[src/rtl/arith_pkg.sv]
// Shared definitions for the sequential divider: FSM encoding, default widths
// and the counter-width helper.
package arith_pkg;

   typedef enum logic [1:0] {
      ST_IDLE,
      ST_RUN,
      ST_DONE
   } state_t;

   localparam int DIVIDEND_W_DEF = 16;
   localparam int DIVISOR_W_DEF  = 8;

   function automatic int clog2(input int v);
      int r;
      r = 0;
      while ((1 << r) < v) r++;
      return r;
   endfunction

endpackage

[src/rtl/u_seq_div16by8_if.sv]
// Operand/result handshake bundle for the sequential divider.
interface u_seq_div16by8_if
   import arith_pkg::*;
#(
   parameter int N_DIVIDEND = DIVIDEND_W_DEF,
   parameter int N_DIVISOR  = DIVISOR_W_DEF
) ();

   logic                  in_valid;
   logic                  in_ready;
   logic [N_DIVIDEND-1:0] dividend;
   logic [N_DIVISOR-1:0]  divisor;
   logic                  out_valid;
   logic                  out_ready;
   logic [N_DIVIDEND-1:0] quotient;
   logic [N_DIVISOR-1:0]  remainder;
   logic                  div_by_zero;

   modport master (
      output in_valid, dividend, divisor, out_ready,
      input  in_ready, out_valid, quotient, remainder, div_by_zero
   );

   modport slave (
      input  in_valid, dividend, divisor, out_ready,
      output in_ready, out_valid, quotient, remainder, div_by_zero
   );

endinterface

[src/rtl/u_div_step.sv]
// One combinational restoring-division step: shift in the next dividend bit,
// trial-subtract the divisor, keep the difference only when it does not borrow.
module u_div_step #(
   parameter int N_DIVISOR = 8
) (
   input  logic [N_DIVISOR:0]   r_in,
   input  logic                 q_msb,
   input  logic [N_DIVISOR-1:0] d,
   output logic [N_DIVISOR:0]   r_out,
   output logic                 q_bit
);

   // r_in is always < d, so its top bit is zero and the top bit of diff is the borrow.
   logic signed [N_DIVISOR+1:0] diff;

   assign diff  = $signed({r_in, q_msb}) - $signed({2'b00, d});
   assign q_bit = ~diff[N_DIVISOR+1];
   assign r_out = q_bit ? diff[N_DIVISOR:0] : {r_in[N_DIVISOR-1:0], q_msb};

endmodule

[src/rtl/u_seq_div16by8.sv]
// Sequential unsigned restoring divider, one quotient bit per clock, with
// valid/ready handshakes on operands and result.
module u_seq_div16by8
   import arith_pkg::*;
#(
   parameter int N_DIVIDEND = DIVIDEND_W_DEF,
   parameter int N_DIVISOR  = DIVISOR_W_DEF
) (
   input logic             clk,
   input logic             rst,
   u_seq_div16by8_if.slave bus
);

   localparam int CNT_W = clog2(N_DIVIDEND + 1);

   state_t                state;
   logic [CNT_W-1:0]      cnt;
   logic [N_DIVIDEND-1:0] q_sh;
   logic [N_DIVISOR:0]    r_part;
   logic [N_DIVISOR-1:0]  d_reg;
   logic                  dz_flag;
   logic                  in_ready_r;
   logic                  out_valid_r;
   logic [N_DIVIDEND-1:0] quotient_r;
   logic [N_DIVISOR-1:0]  remainder_r;
   logic                  dbz_r;
   logic [N_DIVISOR:0]    r_next;
   logic                  q_bit;

   u_div_step #(.N_DIVISOR(N_DIVISOR)) u_step (
      .r_in  (r_part),
      .q_msb (q_sh[N_DIVIDEND-1]),
      .d     (d_reg),
      .r_out (r_next),
      .q_bit (q_bit)
   );

   always_ff @(posedge clk or posedge rst) begin
      if (rst) begin
         state       <= ST_IDLE;
         cnt         <= '0;
         q_sh        <= '0;
         r_part      <= '0;
         d_reg       <= '0;
         dz_flag     <= 1'b0;
         in_ready_r  <= 1'b1;
         out_valid_r <= 1'b0;
         quotient_r  <= '0;
         remainder_r <= '0;
         dbz_r       <= 1'b0;
      end else begin
         case (state)
            ST_IDLE: begin
               if (bus.in_valid && in_ready_r) begin
                  q_sh       <= bus.dividend;
                  d_reg      <= bus.divisor;
                  r_part     <= '0;
                  dz_flag    <= 1'b0;
                  cnt        <= CNT_W'(N_DIVIDEND);
                  in_ready_r <= 1'b0;
                  state      <= ST_RUN;
               end
            end
            ST_RUN: begin
               // A zero divisor skips the iterations and reports the saturated result.
               if (d_reg == '0) begin
                  q_sh    <= '1;
                  r_part  <= '0;
                  dz_flag <= 1'b1;
                  state   <= ST_DONE;
               end else begin
                  r_part <= r_next;
                  q_sh   <= {q_sh[N_DIVIDEND-2:0], q_bit};
                  cnt    <= cnt - CNT_W'(1);
                  if (cnt == CNT_W'(1)) state <= ST_DONE;
               end
            end
            ST_DONE: begin
               if (out_valid_r && bus.out_ready) begin
                  out_valid_r <= 1'b0;
                  in_ready_r  <= 1'b1;
                  state       <= ST_IDLE;
               end else begin
                  out_valid_r <= 1'b1;
                  quotient_r  <= q_sh;
                  remainder_r <= r_part[N_DIVISOR-1:0];
                  dbz_r       <= dz_flag;
               end
            end
            default: state <= ST_IDLE;
         endcase
      end
   end

   assign bus.in_ready    = in_ready_r;
   assign bus.out_valid   = out_valid_r;
   assign bus.quotient    = quotient_r;
   assign bus.remainder   = remainder_r;
   assign bus.div_by_zero = dbz_r;

endmodule

[src/flat_wrapper.sv]
// flat-port wrapper written by rule: the top's interface ports become plain ports
module u_seq_div16by8_flat import arith_pkg::*;
#(
   parameter int N_DIVIDEND = DIVIDEND_W_DEF,
   parameter int N_DIVISOR  = DIVISOR_W_DEF
)
  (clk, rst, bus_in_valid, bus_dividend, bus_divisor, bus_out_ready, bus_in_ready, bus_out_valid, bus_quotient, bus_remainder, bus_div_by_zero);
  u_seq_div16by8_if #(.N_DIVIDEND(N_DIVIDEND), .N_DIVISOR(N_DIVISOR)) bus_i ();
  input logic clk;
  input logic rst;
  input wire logic [$bits(bus_i.in_valid)-1:0] bus_in_valid;
  input wire logic [$bits(bus_i.dividend)-1:0] bus_dividend;
  input wire logic [$bits(bus_i.divisor)-1:0] bus_divisor;
  input wire logic [$bits(bus_i.out_ready)-1:0] bus_out_ready;
  output wire logic [$bits(bus_i.in_ready)-1:0] bus_in_ready;
  output wire logic [$bits(bus_i.out_valid)-1:0] bus_out_valid;
  output wire logic [$bits(bus_i.quotient)-1:0] bus_quotient;
  output wire logic [$bits(bus_i.remainder)-1:0] bus_remainder;
  output wire logic [$bits(bus_i.div_by_zero)-1:0] bus_div_by_zero;
  assign bus_i.in_valid = bus_in_valid;
  assign bus_i.dividend = bus_dividend;
  assign bus_i.divisor = bus_divisor;
  assign bus_i.out_ready = bus_out_ready;
  assign bus_in_ready = bus_i.in_ready;
  assign bus_out_valid = bus_i.out_valid;
  assign bus_quotient = bus_i.quotient;
  assign bus_remainder = bus_i.remainder;
  assign bus_div_by_zero = bus_i.div_by_zero;
  u_seq_div16by8 #(.N_DIVIDEND(N_DIVIDEND), .N_DIVISOR(N_DIVISOR)) u_core (.clk(clk), .rst(rst), .bus(bus_i));
endmodule
[config.mk]
export PLATFORM = sky130hd
export DESIGN_NAME = u_seq_div16by8_flat
export DESIGN_NICKNAME = d
export VERILOG_FILES = /design/src/rtl/arith_pkg.sv /design/src/rtl/u_seq_div16by8_if.sv /design/src/rtl/u_div_step.sv /design/src/rtl/u_seq_div16by8.sv /design/src/flat_wrapper.sv
export SDC_FILE = /design/constraint.sdc
export NUM_CORES = 1
export LEC_CHECK = 0
export ABC_AREA = 1
export BUFFER_PORTS_ARGS = -buffer_cell sky130_fd_sc_hd__buf_2
export CAP_MARGIN = 20
export CORE_MARGIN = 2
export CORE_UTILIZATION = 45
export DETAILED_ROUTE_END_ITERATION = 16
export HOLD_SLACK_MARGIN = 0.03
export PLACE_DENSITY = 0.76
export SLEW_MARGIN = 10
export SYNTH_ARGS = -nofsm -noshare
export SYNTH_HDL_FRONTEND = slang
export SYNTH_HIERARCHICAL = 1
export SYNTH_SLANG_ARGS = --single-unit
[constraint.sdc]
create_clock -name clk -period 1.9 [get_ports clk]
set_input_delay 0 -clock clk [delete_from_list [all_inputs] [get_ports clk]]
set_output_delay 0 -clock clk [all_outputs]
set_load 0.05 [all_outputs]
After elaboration in Yosys (flattened, before gate mapping)
Cells that the tools add are included.

Register bits: 68. Bits in latches: 0. RAM bits: 0. Memory bits (read-only): 0. Input bits: 28. Output and inout port bits: 27. Word-level logic and storage cells: 57. Memories kept: 0.

$add $sub $neg: 2. Multipliers: 0. Div/mod/pow operators: 0. Order comparisons: 0. Equal/unequal tests: 8. Shift operators: 0. Mux-type cells: 21. Bitwise logic cells: 2. Reductions and logical operators: 13.

Operator list (count): 16-bit two-way mux (2); 16-bit case mux with 2 select lines (1); 9-bit two-way mux (3); 9-bit case mux with 2 select lines (1); 3-bit AND reduction (4); 5-bit two-way mux (2); 5-bit case mux with 2 select lines (1); 10-bit by 9-bit subtractor with 10-bit output (1); 8-bit logical NOT (1); 2-bit two-way mux (4); 2-bit by 1-bit != test with 1-bit output, second input constant (3); 2-bit case mux with 3 select lines (1); 2-bit AND reduction (3); 5-bit by 1-bit == test with 1-bit output, second input constant (1); 5-bit by 1-bit subtractor with 5-bit output, second input constant (1); 1-bit two-way mux (4); 1-bit case mux with 2 select lines (2); 2-bit nonzero test (2); 3-bit by 1-bit != test with 1-bit output, second input constant (1); 2-bit by 1-bit == test with 1-bit output, second input constant (1); 2-bit == test, second input constant (1); 1-bit logical AND (2); 2-bit logical NOT (1); 2-bit != test, second input constant (1); 1-bit inverter (2).

Depth between registers and ports, before layout
Depth in word-level cells: 4. Gate-level depth with buffers: 14. Gate-level depth less buffers: 14.

Hierarchy
The synthesis kept the hierarchy.

Modules (own cells, without submodules): u_seq_div16by8 (instances 1, cells an instance 368, area an instance 3031.7 sq um, seq. area each 1702.9 sq um); u_div_step (instances 1, cells an instance 132, area an instance 704.4 sq um, seq. area each 0.0 sq um).

Least setup slack after synthesis
Ideal clock, no wire load.

Path type: flip-flop to flip-flop. From: register u_core.q_sh[15]. To: register u_core.r_part[6]. Library setup time: 0.126 ns. Data arrival time: 1.628 ns. Required time: 1.774 ns. Slack: 0.146 ns. Stages on the path, launching flop included: 14. Buffers on the path: 0. Clock period less this slack: 1.754 ns. Cells stage by stage: dfrtp_1 > inv_1 > ha_1 > fa_1 > inv_1 > nand2_1 > nand2_1 > nand3b_1 > nand3_1 > nand2_1 > nand3_1 > nand2_1 > nand3_1 > o21ai_0.

Longest elaborated chain between the ends: 4.

Ends and longest elaborated chain: start: declaration (RTL line u_seq_div16by8.sv:18) `logic [N_DIVIDEND-1:0] q_sh;`; start signal: assignment (RTL line u_seq_div16by8.sv:55) `q_sh <= bus.dividend;`; start signal: assignment (RTL line u_seq_div16by8.sv:73) `q_sh <= {q_sh[N_DIVIDEND-2:0], q_bit};`; 10-bit by 9-bit subtractor with 10-bit output (RTL line u_div_step.sv:16) `assign diff = $signed({r_in, q_msb}) - $signed({2'b00, d});`; 9-bit two-way mux (RTL line u_div_step.sv:18) `assign r_out = q_bit ? diff[N_DIVISOR:0] : {r_in[N_DIVISOR-1:0], q_msb};`; net u_core.r_next[6] (RTL line u_seq_div16by8.sv:27) `logic [N_DIVISOR:0] r_next;`; 9-bit two-way mux (RTL line u_seq_div16by8.sv:66) `if (d_reg == '0) begin`; 9-bit case mux with 2 select lines (RTL line u_seq_div16by8.sv:52) `case (state)`; end signal: assignment (RTL line u_seq_div16by8.sv:72) `r_part <= r_next;`; end: declaration (RTL line u_seq_div16by8.sv:19) `logic [N_DIVISOR:0] r_part;`.

The timed path passes the listed nets, and every way through them passes these cells. A chain may end at the register's enable or synchronous reset.

Final worst setup path
From: register u_core.r_part[4]. To: register u_core.r_part[1].

Longest elaborated chain between the ends: 4.

Ends and longest elaborated chain (RTL line): 10-bit by 9-bit subtractor with 10-bit output (u_div_step.sv:16); 9-bit two-way mux (u_div_step.sv:18); net u_core.r_next[1] (u_seq_div16by8.sv:27); 9-bit two-way mux (u_seq_div16by8.sv:66); 9-bit case mux with 2 select lines (u_seq_div16by8.sv:52).

The timed path passes the listed nets, and every way through them passes these cells.

==> impl_metrics.json <==
{
  "seq_area_frac_synth_pct": 45.6,
  "dr.pass1.iters": 5,
  "dp_hpwl_mm": 5.92,
  "fin_util_pct": 61.0,
  "final_cell_mix": "nand2_1, dfrtp_1, nand3_1",
  "grt_max_degree": 48,
  "synthArstFlopShare_pct": 100,
  "layout_commonest_cell": "nand2_1",
  "synth_cells": 500,
  "cts_sinks": 68,
  "rsz0062_at_grt": "yes",
  "critPathMaxFanout": 5,
  "core_area_mm2": 0.00813,
  "reg2reg_to": "u_core/r_part[1]",
  "die_w_um": 95.1,
  "place_congestion": 0.909,
  "hold_path_class": "primary input to flip-flop",
  "place_area_mm2": 0.00416,
  "status": "finished clean",
  "wl_per_cell_um": 13.1,
  "yosys_warnings": 6,
  "drt_iter0_markers": 294,
  "ant_nets": 0,
  "timing.rr.start": "u_core/r_part[4]",
  "drt-total-wl_mm": 9.38,
  "vias": 3595,
  "netlist_area_mm2": 0.00374,
  "synth_top_flop_cell": "dfrtp_1",
  "critical_path_class": "flip-flop to flip-flop",
  "grt_antenna_before_repair": 0,
  "timing.final.crit_share_pct": 98.7,
  "io_pins": 55,
  "whs_path_depth": 5,
  "fmax_ghz": 0.533,
  "placedCellCount": 658,
  "whs_ns": 0.0333,
  "cts_buffers": 9,
  "min_period_ns": 1.88,
  "worstSetupEndpointType": "flip-flop",
  "r2r_cells": 10,
  "maxCapViolations": 0,
  "clk_latency_ns": 0.35,
  "final-setup-viol-count": 0,
  "p_leak_nw": 2.58,
  "final_nets": 645,
  "io_buffers": 54,
  "grt_pass1_vias": 3291,
  "min_to": "u_core/q_sh[14]",
  "drive_above_1_share_pct": 26.0,
  "syn_to_final_growth_pct": 32.8,
  "cts_tree": "done",
  "power.density_mw_per_mm2": 554,
  "ff2ff_setup_slack_ns": 0.02,
  "grt_pass1_wl_mm": 15.1,
  "drc": 0,
  "final_hold_viol_count": 0,
  "cts_buffer_depth": 2,
  "synth.distinct_cells": 28,
  "h-tree-depth": 3,
  "slew_headroom_pct": 57.6,
  "slew_violations": 0,
  "ir_drop_v": 0.000440,
  "fin_skew_ns": 0.00931,
  "rows": 33,
  "critPathArrivalTime_ns": 2.10,
  "grt_use_total_pct": 21.4,
  "root_buffer": "clkbuf_8",
  "initial_utilization_pct": 45.9,
  "path_clk_slew_ns": 0.07,
  "diodes": 0,
  "viasPerCell": 5.02,
  "start_kind": "flip-flop",
  "die_area_mm2": 0.00905,
  "final_cells": 716,
  "gr-total-overflow": 0,
  "worst_pin_slew_ns": 0.634,
  "finalPower_w": 0.00275,
  "synthesis.nets": 539,
  "synth_seq_cells": 68,
  "finalInstanceArea_mm2": 0.00496,
  "cp_data_required_time_ns": 2.13,
  "synth_edf_count": 0,
  "worst_hold_startpoint": "bus_dividend[14]",
  "avgSynthCellArea_um2": 7.47,
  "fillerInstances": 666,
  "die_h_um": 95.1
}
-- cells in the mapped netlist (3+ instances only) --
cell	count	area share, %
buf_6	5	1.5
a21oi_1	3	0.40
ha_1	10	3.3
nand3_1	60	8.0
nand2_1	175	18
xnor2_1	4	0.94
o21ai_0	33	4.4
buf_2	7	0.94
nor2_2	4	0.67
nor2_1	46	4.6
buf_4	4	0.80
nand4_2	3	1.0
dfrtp_1	67	45
inv_1	61	6.1
-- cell families (layout without fill, tap and decap cells) --
kind of cell	count (synthesis)	in the layout	synth area share [%]
DFF	68	68	45.6
xor gates and xnor gates	4	4	0.938
adders and majority gates	11	11	3.88
buffers and inverters	80	188	9.75
AOI/OAI and AO/OA	39	39	5.66
and+or+nand+nor	298	301	34.2
-- where the power goes --
group / leakage, nW / internal [W] / total, W / switching, W
Clock: 0.0885 / 0.000606 / 0.00119 / 0.000581
Sequential: 0.887 / 0.00145 / 0.00145 / 0
Combinational: 1.61 / 0.0000631 / 0.000114 / 0.0000511
Total: 2.58 / 0.00212 / 0.00275 / 0.000632
-- through the flow --
step                TNS [ns]  setup slack (ns)
finish                     0            0.0244
floorplan                  0             0.146
detailed placement    -0.700            -0.123
CTS                        0           0.00191
global placement     -0.0735           -0.0175
global route          -0.553           -0.0739
-- worst max-delay path by stage --
stage | start | to | slack (ns) | cells past startpoint
2_1_floorplan | u_core/q_sh[15] | u_core/r_part[6] | 0.15 | 13
3_3_place_gp | u_core/r_part[3] | u_core/r_part[1] | -0.02 | 11
3_5_place_dp | u_core/state[0] | u_core/r_part[5] | -0.12 | 5
4_1_cts | u_core/r_part[3] | u_core/q_sh[0] | 0.002 | 13
5_1_grt | u_core/d_reg[2] | u_core/r_part[4] | -0.07 | 13
6_report | u_core/r_part[4] | u_core/r_part[1] | 0.02 | 10
-- worst max-delay path, stage by stage (launching register included) --
cell	delay, ns
dfrtp_1	0.45
ha_4	0.31
nand2_4	0.07
nor2_4	0.17
nand3_4	0.15
nand3_4	0.17
nand2_4	0.10
nand3_1	0.10
nand2_1	0.07
nand3_1	0.09
o21ai_0	0.09
-- per-layer routing --
layer	track usage (%)	part of all wire [%]
met5	0	0
met4	7.25	1.9
met3	6.17	5.3
met2	34.7	49
met1	27.5	43
-- timing repair --
action,CTS,global route
hold buffers,25,0
endpoints found under the hold margin,49,0
setup endpoints to repair,10,10
gates resized for setup,20,32
pin swaps,8,17
buffers inserted,2,12
cloned,3,0
-- final cells by class --
cell class,instances,area (um^2),share of cell area (%)
Tap cell,105,131,2.65
Sequential cell,68,1710,34.4
Clock inverter,6,66.3,1.34
Clock buffer,10,128,2.57
Inverter,63,239,4.82
Multi-Input combinational cell,355,1910,38.5
Timing Repair Buffer,109,778,15.7
Power figures use the tool's default switching activity.
